==> src/rtl/axi4_lite_pkg.sv <==
// Shared AXI4-Lite definitions: response codes, channel FSM states and helpers
// used by the register-file slave and its address decoder.
package axi4_lite_pkg;

   localparam logic [1:0] RESP_OKAY   = 2'b00;
   localparam logic [1:0] RESP_SLVERR = 2'b10;

   localparam int unsigned MAX_DATA_WIDTH = 64;
   localparam int unsigned MAX_STRB_WIDTH = MAX_DATA_WIDTH / 8;

   typedef enum logic [1:0] {W_IDLE, W_ADDR, W_DATA, W_RESP} wr_state_e;
   typedef enum logic {R_IDLE, R_RESP} rd_state_e;

   // Width of a register index; a single-register file still needs one bit.
   function automatic int unsigned idx_width(input int unsigned n);
      return (n > 1) ? $clog2(n) : 1;
   endfunction

   // Byte-wise merge at the widest legal bus width; callers zero-extend and truncate.
   function automatic logic [MAX_DATA_WIDTH-1:0] strb_merge(
      input logic [MAX_DATA_WIDTH-1:0] old_word,
      input logic [MAX_DATA_WIDTH-1:0] new_word,
      input logic [MAX_STRB_WIDTH-1:0] strb
   );
      logic [MAX_DATA_WIDTH-1:0] res;
      res = old_word;
      for (int i = 0; i < int'(MAX_STRB_WIDTH); i++) begin
         if (strb[i]) res[8*i +: 8] = new_word[8*i +: 8];
      end
      return res;
   endfunction

endpackage

==> src/rtl/axi4_lite_regfile_slave_if.sv <==
// AXI4-Lite bus bundle (AW, W, B, AR, R channels) with master and slave views.
interface axi4_lite_regfile_slave_if #(
   parameter int unsigned DATA_WIDTH = 32,
   parameter int unsigned ADDR_WIDTH = 32
) ();

   logic [ADDR_WIDTH-1:0]   awaddr;
   logic                    awvalid;
   logic                    awready;
   logic [DATA_WIDTH-1:0]   wdata;
   logic [DATA_WIDTH/8-1:0] wstrb;
   logic                    wvalid;
   logic                    wready;
   logic [1:0]              bresp;
   logic                    bvalid;
   logic                    bready;
   logic [ADDR_WIDTH-1:0]   araddr;
   logic                    arvalid;
   logic                    arready;
   logic [DATA_WIDTH-1:0]   rdata;
   logic [1:0]              rresp;
   logic                    rvalid;
   logic                    rready;

   modport master (
      output awaddr, awvalid, wdata, wstrb, wvalid, bready, araddr, arvalid, rready,
      input  awready, wready, bresp, bvalid, arready, rdata, rresp, rvalid
   );

   modport slave (
      input  awaddr, awvalid, wdata, wstrb, wvalid, bready, araddr, arvalid, rready,
      output awready, wready, bresp, bvalid, arready, rdata, rresp, rvalid
   );

endinterface

==> src/rtl/axi4_lite_addr_decode.sv <==
// Maps a byte address to a register index and flags accesses outside the file.
module axi4_lite_addr_decode
   import axi4_lite_pkg::*;
#(
   parameter int unsigned           DATA_WIDTH = 32,
   parameter int unsigned           ADDR_WIDTH = 32,
   parameter int unsigned           NUM_REGS   = 16,
   parameter logic [ADDR_WIDTH-1:0] BASE_ADDR  = '0
) (
   input  logic [ADDR_WIDTH-1:0]            addr,
   output logic [idx_width(NUM_REGS)-1:0]   idx,
   output logic                             err
);

   localparam int unsigned SHIFT = $clog2(DATA_WIDTH / 8);

   logic [ADDR_WIDTH-1:0] word;

   // Sub-word address bits drop out here, so misaligned accesses hit the containing word.
   assign word = (addr - BASE_ADDR) >> SHIFT;
   assign idx  = word[idx_width(NUM_REGS)-1:0];
   assign err  = (addr < BASE_ADDR) || (word >= ADDR_WIDTH'(NUM_REGS));

endmodule

==> src/rtl/axi4_lite_regfile_slave.sv <==
// AXI4-Lite slave over a flat register file with byte strobes, independent AW/W
// acceptance, SLVERR on out-of-range accesses and back-pressured B/R channels.
module axi4_lite_regfile_slave
   import axi4_lite_pkg::*;
#(
   parameter int unsigned           DATA_WIDTH = 32,
   parameter int unsigned           ADDR_WIDTH = 32,
   parameter int unsigned           NUM_REGS   = 16,
   parameter logic [ADDR_WIDTH-1:0] BASE_ADDR  = '0
) (
   input  logic                             clk,
   input  logic                             reset,
   axi4_lite_regfile_slave_if.slave         bus,
   output logic [NUM_REGS*DATA_WIDTH-1:0]   regs_out
);

   localparam int unsigned STRB_WIDTH = DATA_WIDTH / 8;
   localparam int unsigned IDX_WIDTH  = idx_width(NUM_REGS);

   logic [DATA_WIDTH-1:0] regs_q [NUM_REGS];

   wr_state_e             wstate_q;
   logic                  awready_q;
   logic                  wready_q;
   logic                  bvalid_q;
   logic [1:0]            bresp_q;
   logic [ADDR_WIDTH-1:0] awaddr_q;
   logic [DATA_WIDTH-1:0] wdata_q;
   logic [STRB_WIDTH-1:0] wstrb_q;

   rd_state_e             rstate_q;
   logic                  arready_q;
   logic                  rvalid_q;
   logic [1:0]            rresp_q;
   logic [DATA_WIDTH-1:0] rdata_q;

   logic                  aw_hs;
   logic                  w_hs;
   logic                  ar_hs;
   logic                  wr_commit;
   logic [ADDR_WIDTH-1:0] wr_addr;
   logic [DATA_WIDTH-1:0] wr_data;
   logic [STRB_WIDTH-1:0] wr_strb;
   logic [DATA_WIDTH-1:0] wr_merged;
   logic [IDX_WIDTH-1:0]  wr_idx;
   logic                  wr_err;
   logic [IDX_WIDTH-1:0]  rd_idx;
   logic                  rd_err;

   assign aw_hs = bus.awvalid & awready_q;
   assign w_hs  = bus.wvalid & wready_q;
   assign ar_hs = bus.arvalid & arready_q;

   // Whichever half arrived earlier comes from its holding register.
   assign wr_addr = (wstate_q == W_ADDR) ? awaddr_q : bus.awaddr;
   assign wr_data = (wstate_q == W_DATA) ? wdata_q : bus.wdata;
   assign wr_strb = (wstate_q == W_DATA) ? wstrb_q : bus.wstrb;

   assign wr_commit = ((wstate_q == W_IDLE) & aw_hs & w_hs) |
                      ((wstate_q == W_ADDR) & w_hs) |
                      ((wstate_q == W_DATA) & aw_hs);

   assign wr_merged = DATA_WIDTH'(strb_merge(MAX_DATA_WIDTH'(regs_q[wr_idx]),
                                             MAX_DATA_WIDTH'(wr_data),
                                             MAX_STRB_WIDTH'(wr_strb)));

   axi4_lite_addr_decode #(
      .DATA_WIDTH (DATA_WIDTH),
      .ADDR_WIDTH (ADDR_WIDTH),
      .NUM_REGS   (NUM_REGS),
      .BASE_ADDR  (BASE_ADDR)
   ) u_wr_decode (
      .addr (wr_addr),
      .idx  (wr_idx),
      .err  (wr_err)
   );

   axi4_lite_addr_decode #(
      .DATA_WIDTH (DATA_WIDTH),
      .ADDR_WIDTH (ADDR_WIDTH),
      .NUM_REGS   (NUM_REGS),
      .BASE_ADDR  (BASE_ADDR)
   ) u_rd_decode (
      .addr (bus.araddr),
      .idx  (rd_idx),
      .err  (rd_err)
   );

   // Write channel FSM; also owns the register array.
   always_ff @(posedge clk) begin
      if (!reset) begin
         wstate_q  <= W_IDLE;
         awready_q <= 1'b0;
         wready_q  <= 1'b0;
         bvalid_q  <= 1'b0;
         bresp_q   <= RESP_OKAY;
         awaddr_q  <= '0;
         wdata_q   <= '0;
         wstrb_q   <= '0;
         for (int k = 0; k < int'(NUM_REGS); k++) regs_q[k] <= '0;
      end else if (wr_commit) begin
         if (!wr_err) regs_q[wr_idx] <= wr_merged;
         bresp_q   <= wr_err ? RESP_SLVERR : RESP_OKAY;
         bvalid_q  <= 1'b1;
         awready_q <= 1'b0;
         wready_q  <= 1'b0;
         wstate_q  <= W_RESP;
      end else begin
         case (wstate_q)
            W_IDLE: begin
               awready_q <= 1'b1;
               wready_q  <= 1'b1;
               if (aw_hs) begin
                  awaddr_q  <= bus.awaddr;
                  awready_q <= 1'b0;
                  wstate_q  <= W_ADDR;
               end else if (w_hs) begin
                  wdata_q  <= bus.wdata;
                  wstrb_q  <= bus.wstrb;
                  wready_q <= 1'b0;
                  wstate_q <= W_DATA;
               end
            end
            W_RESP: begin
               if (bus.bready) begin
                  bvalid_q  <= 1'b0;
                  awready_q <= 1'b1;
                  wready_q  <= 1'b1;
                  wstate_q  <= W_IDLE;
               end
            end
            default: ;
         endcase
      end
   end

   // Read channel FSM; sampling regs_q here returns the pre-write value on a collision.
   always_ff @(posedge clk) begin
      if (!reset) begin
         rstate_q  <= R_IDLE;
         arready_q <= 1'b0;
         rvalid_q  <= 1'b0;
         rresp_q   <= RESP_OKAY;
         rdata_q   <= '0;
      end else begin
         case (rstate_q)
            R_IDLE: begin
               arready_q <= 1'b1;
               if (ar_hs) begin
                  rdata_q   <= rd_err ? '0 : regs_q[rd_idx];
                  rresp_q   <= rd_err ? RESP_SLVERR : RESP_OKAY;
                  rvalid_q  <= 1'b1;
                  arready_q <= 1'b0;
                  rstate_q  <= R_RESP;
               end
            end
            R_RESP: begin
               if (bus.rready) begin
                  rvalid_q  <= 1'b0;
                  arready_q <= 1'b1;
                  rstate_q  <= R_IDLE;
               end
            end
            default: ;
         endcase
      end
   end

   assign bus.awready = awready_q & reset;
   assign bus.wready  = wready_q & reset;
   assign bus.bvalid  = bvalid_q;
   assign bus.bresp   = bresp_q;
   assign bus.arready = arready_q & reset;
   assign bus.rvalid  = rvalid_q;
   assign bus.rdata   = rdata_q;
   assign bus.rresp   = rresp_q;

   for (genvar k = 0; k < int'(NUM_REGS); k++) begin : g_regs_out
      assign regs_out[k*DATA_WIDTH +: DATA_WIDTH] = regs_q[k];
   end

endmodule

==> src/flat_wrapper.sv <==
// flat-port wrapper written by rule: the top's interface ports become plain ports
module axi4_lite_regfile_slave_flat import axi4_lite_pkg::*;
#(
   parameter int unsigned           DATA_WIDTH = 32,
   parameter int unsigned           ADDR_WIDTH = 32,
   parameter int unsigned           NUM_REGS   = 16,
   parameter logic [ADDR_WIDTH-1:0] BASE_ADDR  = '0
)
  (clk, reset, regs_out, bus_awaddr, bus_awvalid, bus_wdata, bus_wstrb, bus_wvalid, bus_bready, bus_araddr, bus_arvalid, bus_rready, bus_awready, bus_wready, bus_bresp, bus_bvalid, bus_arready, bus_rdata, bus_rresp, bus_rvalid);
  axi4_lite_regfile_slave_if #(.DATA_WIDTH(DATA_WIDTH), .ADDR_WIDTH(ADDR_WIDTH)) bus_i ();
  input  logic clk;
  input  logic reset;
  output logic [NUM_REGS*DATA_WIDTH-1:0] regs_out;
  input wire logic [$bits(bus_i.awaddr)-1:0] bus_awaddr;
  input wire logic [$bits(bus_i.awvalid)-1:0] bus_awvalid;
  input wire logic [$bits(bus_i.wdata)-1:0] bus_wdata;
  input wire logic [$bits(bus_i.wstrb)-1:0] bus_wstrb;
  input wire logic [$bits(bus_i.wvalid)-1:0] bus_wvalid;
  input wire logic [$bits(bus_i.bready)-1:0] bus_bready;
  input wire logic [$bits(bus_i.araddr)-1:0] bus_araddr;
  input wire logic [$bits(bus_i.arvalid)-1:0] bus_arvalid;
  input wire logic [$bits(bus_i.rready)-1:0] bus_rready;
  output wire logic [$bits(bus_i.awready)-1:0] bus_awready;
  output wire logic [$bits(bus_i.wready)-1:0] bus_wready;
  output wire logic [$bits(bus_i.bresp)-1:0] bus_bresp;
  output wire logic [$bits(bus_i.bvalid)-1:0] bus_bvalid;
  output wire logic [$bits(bus_i.arready)-1:0] bus_arready;
  output wire logic [$bits(bus_i.rdata)-1:0] bus_rdata;
  output wire logic [$bits(bus_i.rresp)-1:0] bus_rresp;
  output wire logic [$bits(bus_i.rvalid)-1:0] bus_rvalid;
  assign bus_i.awaddr = bus_awaddr;
  assign bus_i.awvalid = bus_awvalid;
  assign bus_i.wdata = bus_wdata;
  assign bus_i.wstrb = bus_wstrb;
  assign bus_i.wvalid = bus_wvalid;
  assign bus_i.bready = bus_bready;
  assign bus_i.araddr = bus_araddr;
  assign bus_i.arvalid = bus_arvalid;
  assign bus_i.rready = bus_rready;
  assign bus_awready = bus_i.awready;
  assign bus_wready = bus_i.wready;
  assign bus_bresp = bus_i.bresp;
  assign bus_bvalid = bus_i.bvalid;
  assign bus_arready = bus_i.arready;
  assign bus_rdata = bus_i.rdata;
  assign bus_rresp = bus_i.rresp;
  assign bus_rvalid = bus_i.rvalid;
  axi4_lite_regfile_slave #(.DATA_WIDTH(DATA_WIDTH), .ADDR_WIDTH(ADDR_WIDTH), .NUM_REGS(NUM_REGS), .BASE_ADDR(BASE_ADDR)) u_core (.clk(clk), .reset(reset), .bus(bus_i), .regs_out(regs_out));
endmodule
==> config.mk <==
export PLATFORM = sky130hd
export DESIGN_NAME = axi4_lite_regfile_slave_flat
export DESIGN_NICKNAME = d
export VERILOG_FILES = /design/src/rtl/axi4_lite_pkg.sv /design/src/rtl/axi4_lite_regfile_slave_if.sv /design/src/rtl/axi4_lite_addr_decode.sv /design/src/rtl/axi4_lite_regfile_slave.sv /design/src/flat_wrapper.sv
export SDC_FILE = /design/constraint.sdc
export NUM_CORES = 1
export LEC_CHECK = 0
export ABC_AREA = 1
export CORE_UTILIZATION = 45
export CTS_CLUSTER_DIAMETER = 100
export DETAILED_ROUTE_END_ITERATION = 10
export PLACE_DENSITY = 0.76
export SYNTH_ARGS = -nofsm -noshare
export SYNTH_HDL_FRONTEND = slang
export SYNTH_SLANG_ARGS = --single-unit
export TNS_END_PERCENT = 5
==> constraint.sdc <==
create_clock -name clk -period 2.3 [get_ports clk]
set_input_delay 0.46 -clock clk [delete_from_list [all_inputs] [get_ports clk]]
set_output_delay 0.46 -clock clk [all_outputs]
set_load 0.01 [all_outputs]
; Yosys cells after proc, flatten, opt, wreduce, memory -nomap -nowiden
; Memory sizes are Yosys's and may differ from the RTL's.
; Cells that the tools add are included.
; W data, S select, Z words.
[word_totals]
reg_bits = 112
mem_bits_rw = 512
in_bits = 107
out_inout_bits = 553
word_cells = 107
n_memories = 1
[op_classes]
magnitude_cmp = 4
eq_ne = 12
mux = 41
n_bitwise = 16
reduce_logical = 20
[memory_table]
columns = name, depth, word_bits, read_ports, rd_ports_with_merged_regs, write_ports, line_no
row1 = u_core.regs_q, 16, 32, 17, 0, 16, axi4_lite_regfile_slave.sv:20  ; logic [DATA_WIDTH-1:0] regs_q [NUM_REGS];
[ops]
columns = op, n
row1 = $mux W32, 4
row2 = $lt A32 B1 Y1 const B, 2
row3 = $ge A30 B5 Y1 const B, 2
row4 = $mux W8, 4
row5 = $reduce_or A32 Y1, 1
row6 = $mux W1, 18
row7 = $reduce_and A2 Y1, 8
row8 = $mux W2, 6
row9 = $mux W4, 3
row10 = $and A1 B1 Y1, 10
row11 = $pmux W1 S2, 5
row12 = $reduce_and A3 Y1, 2
row13 = $reduce_bool A2 Y1, 3
row14 = $eq A2 B2 Y1 const B, 2
row15 = $ne A1 B1 Y1 const B, 4
row16 = $ne A2 B2 Y1 const B, 2
row17 = $ne A4 B1 Y1 const B, 1
row18 = $not A1 Y1, 4
row19 = $pmux W2 S2, 1
row20 = $reduce_and A4 Y1, 1
row21 = $ne A3 B2 Y1 const B, 1
row22 = $reduce_bool A3 Y1, 1
row23 = $eq A2 B1 Y1 const B, 1
row24 = $logic_not A2 Y1, 1
row25 = 4 further kinds, 6

; Longest topological paths before layout
[logic_depth]
depth_word = 11
depth_mapped = 13
mapped_depth_nobuf = 11

; Modules after synthesis
; A second synthesis with hierarchy kept.
[unflattened]
hier_cells = 3473
hier_area_um2 = 29676.0
[modules_own_cells]
columns = module, n_inst, cells_each, area_each_um2, seq_area_each_um2
row1 = axi4_lite_regfile_slave, 1, 3393, 29323.1, 17576.9
row2 = axi4_lite_addr_decode, 2, 40, 176.4, 0.0

; Worst setup path before layout
; No wires, ideal clock.
[synth_path]
path_kind = reg-to-reg
start = register u_core.wstate_q[1]
end = memory u_core.regs_q[6][16], enable pin
setup_time_ns = 0.329
arrival_ns = 2.004
required_time_ns = 1.971
path_slack_ns = -0.033
path_stages_with_launch = 10
path_buffers = 1
period_less_slack_ns = 2.333
cell_sequence = dfxtp_1 -> inv_1 -> ha_1 -> buf_4 -> nand2_1 -> o21ai_2 -> or2_4 -> nor2_2 -> nand4_4 -> nand2_1
[synth_lines]
columns = element, line_no
row1 = start: declaration, axi4_lite_regfile_slave.sv:22  ; wr_state_e wstate_q;
row2 = start signal: assignment, axi4_lite_regfile_slave.sv:92  ; wstate_q <= W_IDLE;
row3 = start signal: assignment, axi4_lite_regfile_slave.sv:107  ; wstate_q <= W_RESP;
row4 = start signal: assignment, axi4_lite_regfile_slave.sv:116  ; wstate_q <= W_ADDR;
row5 = end: declaration, axi4_lite_regfile_slave.sv:20

==> flow_metrics.tcl <==
set metrics [dict create \
    status "complete, but fails checks" \
    violations "negative setup slack" \
    ys_async_sr_fraction 0 \
    gr-total-overflow 0 \
    synthTopCellsByArea "edfxtp_1 54%, nand2_1 9.4%, nand3_1 9.0%" \
    cts_tree "yes" \
    yosysMostFrequentCell "nand2_1" \
    drive_gt1_frac 0.1955 \
    setup_viol 526 \
    avgSynthCellArea_sq_um 9.575 \
    drtPass1Iterations 10 \
    period_share 1.058 \
    ctsLongestPathBuffers 3 \
    crit_required_ns 2.65 \
    grt_pass1_wl_mm 161.8 \
    die_area_sq_um 64530 \
    worst-setup-path-type "reg2reg" \
    path_clk_slew_ns 0.06 \
    worstMarginPinSlew_ns 0.6967 \
    p_total_mw 31.53 \
    fin_worst_skew_ns 0.02171 \
    drtIter0Drc 3460 \
    cts_sinks 620 \
    grt_pass1_vias 24790 \
    wl_mm 114.6 \
    ios 660 \
    synthTopCellsByCount "719 x nand2_1, 560 x nor2_1, 513 x nand3_1" \
    grtUsageTotal 0.3452 \
    num-nets-final 3922 \
    hpwl_mm 82.64 \
    cp-end-kind "flop" \
    cts_hold_buffers 0 \
    peakVddDrop_mv 0.7114 \
    hold_viol 0 \
    drc 0 \
    netlist_instances 2985 \
    cts.htree.levels 2 \
    rows 92 \
    arrival_ns 2.78 \
    routedWlPerCell_microns 24.34 \
    clock_latency_ns 0.64 \
    drt-vias-per-instance 5.759 \
    finalSetupTns_ns -36.40 \
    synth_top_area_frac 0.5379 \
    yosys.area.top_type "edfxtp_1" \
    slowest_stage "dfxtp_2" \
    r2r_cells 15 \
    cap_violations 0 \
    p_leak_nw 16.14 \
    fin_ws_ns -0.1344 \
    synth.distinct_cells 34 \
    slowest_delay_ns 0.32 \
    seq_area_frac_synth 0.6136 \
    num_vias 27110 \
    antenna_found_initial 7 \
    place.gp.congestion 0.9564 \
    area_delta_synth_final_pct 48.11 \
    die_width_microns 254.0 \
    critical_path.startpoint_type "flop" \
    cts-root-buf "clkbuf_16" \
    postRouteAntennaNets 0 \
    ys.flop_type "edfxtp_1" \
    p_per_area_nw_per_um2 744.9 \
    synth_edf_count 512 \
    final_max_slew_viol_count 0 \
    cp_max_fo 8 \
    rsz0062_at_grt "yes" \
    fmaxAchievable_mhz 410.8 \
    ys_seq_elements 620 \
    start_util 0.4539 \
    core-area_sq_um 62970 \
    crit_path_frequent_cell "buf_12" \
    yosys_warnings 0 \
    layout_min_cycle_time_ns 2.434 \
    grt_max_degree 71 \
    n_antenna_cell 0 \
    portBuffers 653 \
    hold_depth 3 \
    path_cells "inv_2 > ha_4 > buf_6 > nand2_4 > nor2_4 > nand3_2 > nand2_2 > nand3_2 > nor2_4 > buf_12 > buf_16 > buf_12 > nand4_4 > nand2_1 > buf_12" \
    syn-cell-area_sq_um 28580 \
    hold_class "in2reg" \
    max_slew_margin 0.5355 \
    die_h_microns 254.0 \
    cts_buffers 61 \
]
-- cell families after synthesis --
logic type	count (synthesis)	share of synthesized area
fa+ha+maj	4	0.001751
other cells	1	0.0001312
flops	620	0.6136
compound gates	193	0.03428
buf+inv	276	0.04001
mux	1	0.0003502
simple gates	1890	0.3099
-- where the power goes --
| part | total [mW] | switching [mW] | leakage (nW) | internal, mW |
|---|---|---|---|---|
| clock | 10.3 | 4.35 | 0.983 | 6.00 |
| sequential | 13.1 | 0.425 | 6.16 | 12.7 |
| combinational | 8.05 | 5.09 | 8.99 | 2.96 |
| total | 31.5 | 9.86 | 16.1 | 21.7 |
-- repair_timing --
action / CTS / global route
pin swaps: 7 / 9
cloned: 3 / 0
setup buffers: 3 / 1
gates resized for setup: 91 / 244
endpoints found under the setup margin: 984 / 1026
-- area by class of cell --
class | instances | area (sq um)
Clock buffer | 75 | 1622
Clock inverter | 38 | 422.9
Fill cell | 4703 | 20630
Inverter | 71 | 279.0
Multi-Input combinational cell | 2090 | 10720
Sequential cell | 620 | 17540
Tap cell | 846 | 1059
Timing Repair Buffer | 967 | 10690
-- metrics by stage --
stage / cells / hold slack (ns) / worst slack [ns] / cell area (sq um) / util
5_1_grt: 4707 / 0.1962 / -0.1974 / 42330 / 0.6723
3_3_place_gp: 4587 / 0.4352 / -0.5080 / 39150 / 0.6217
3_5_place_dp: 4587 / 0.4406 / -0.5457 / 39150 / 0.6217
2_1_floorplan: 2986 / 0.4292 / -0.02533 / 28620 / -
6_report: 4707 / 0.1841 / -0.1344 / 42330 / 0.6723
4_1_cts: 4706 / 0.1666 / -0.1053 / 41620 / 0.6610
-- metal layers --
metal | track usage | share of wire
met1 | 0.4449 | 0.35
met5 | 0 | 0.00057
met4 | 0.1394 | 0.052
met2 | 0.5539 | 0.47
met3 | 0.08901 | 0.13
-- worst max-delay path: cells and delay by family (launching register included) --
kind	cells	cell delay, ns
buffers and inverters	6	0.80
DFF	1	0.32
adders and majority gates	1	0.20
and+or+nand+nor	8	0.83
-- state kept, by name, summed over array words and instances (netlist names) --
register           count
u_core.wstate_q        2
u_core.arready_q       1
u_core.rstate_q        1
u_core.bus.rdata      32
u_core.wready_q        1
u_core.awaddr_q       30
u_core.bus.rvalid      1
u_core.bus.rresp       1
u_core.wstrb_q         4
u_core.awready_q       1
u_core.regs_q        512
u_core.bus.bvalid      1
u_core.wdata_q        32
u_core.bus.bresp       1
-- cell usage in the layout (no fill, tap or decap), types with 53 or more instances in the layout --
| master | count |
|---|---|
| nand2_1 | 656 |
| clkdlybuf4s50_1 | 648 |
| edfxtp_1 | 512 |
| nand3_1 | 511 |
| nor2_1 | 385 |
| nor2_2 | 174 |
| buf_4 | 129 |
| buf_12 | 118 |
| dfxtp_1 | 106 |
| a21oi_1 | 102 |
| clkbuf_16 | 63 |
| buf_6 | 63 |
| inv_1 | 62 |
| nand4_4 | 53 |
-- final timing paths --
path | start | endpoint | slack [ns]
hold reg to reg | u_core.wdata_q[14] | u_core.wdata_q[14] | 0.45
setup reg to reg | u_core.wstate_q[1] | u_core.regs_q[5][22] | -0.13
hold / removal | reset | u_core.wdata_q[31] | 0.18
setup / recovery | u_core.wstate_q[1] | u_core.regs_q[5][22] | -0.13
Power figures use the tool's default switching activity.
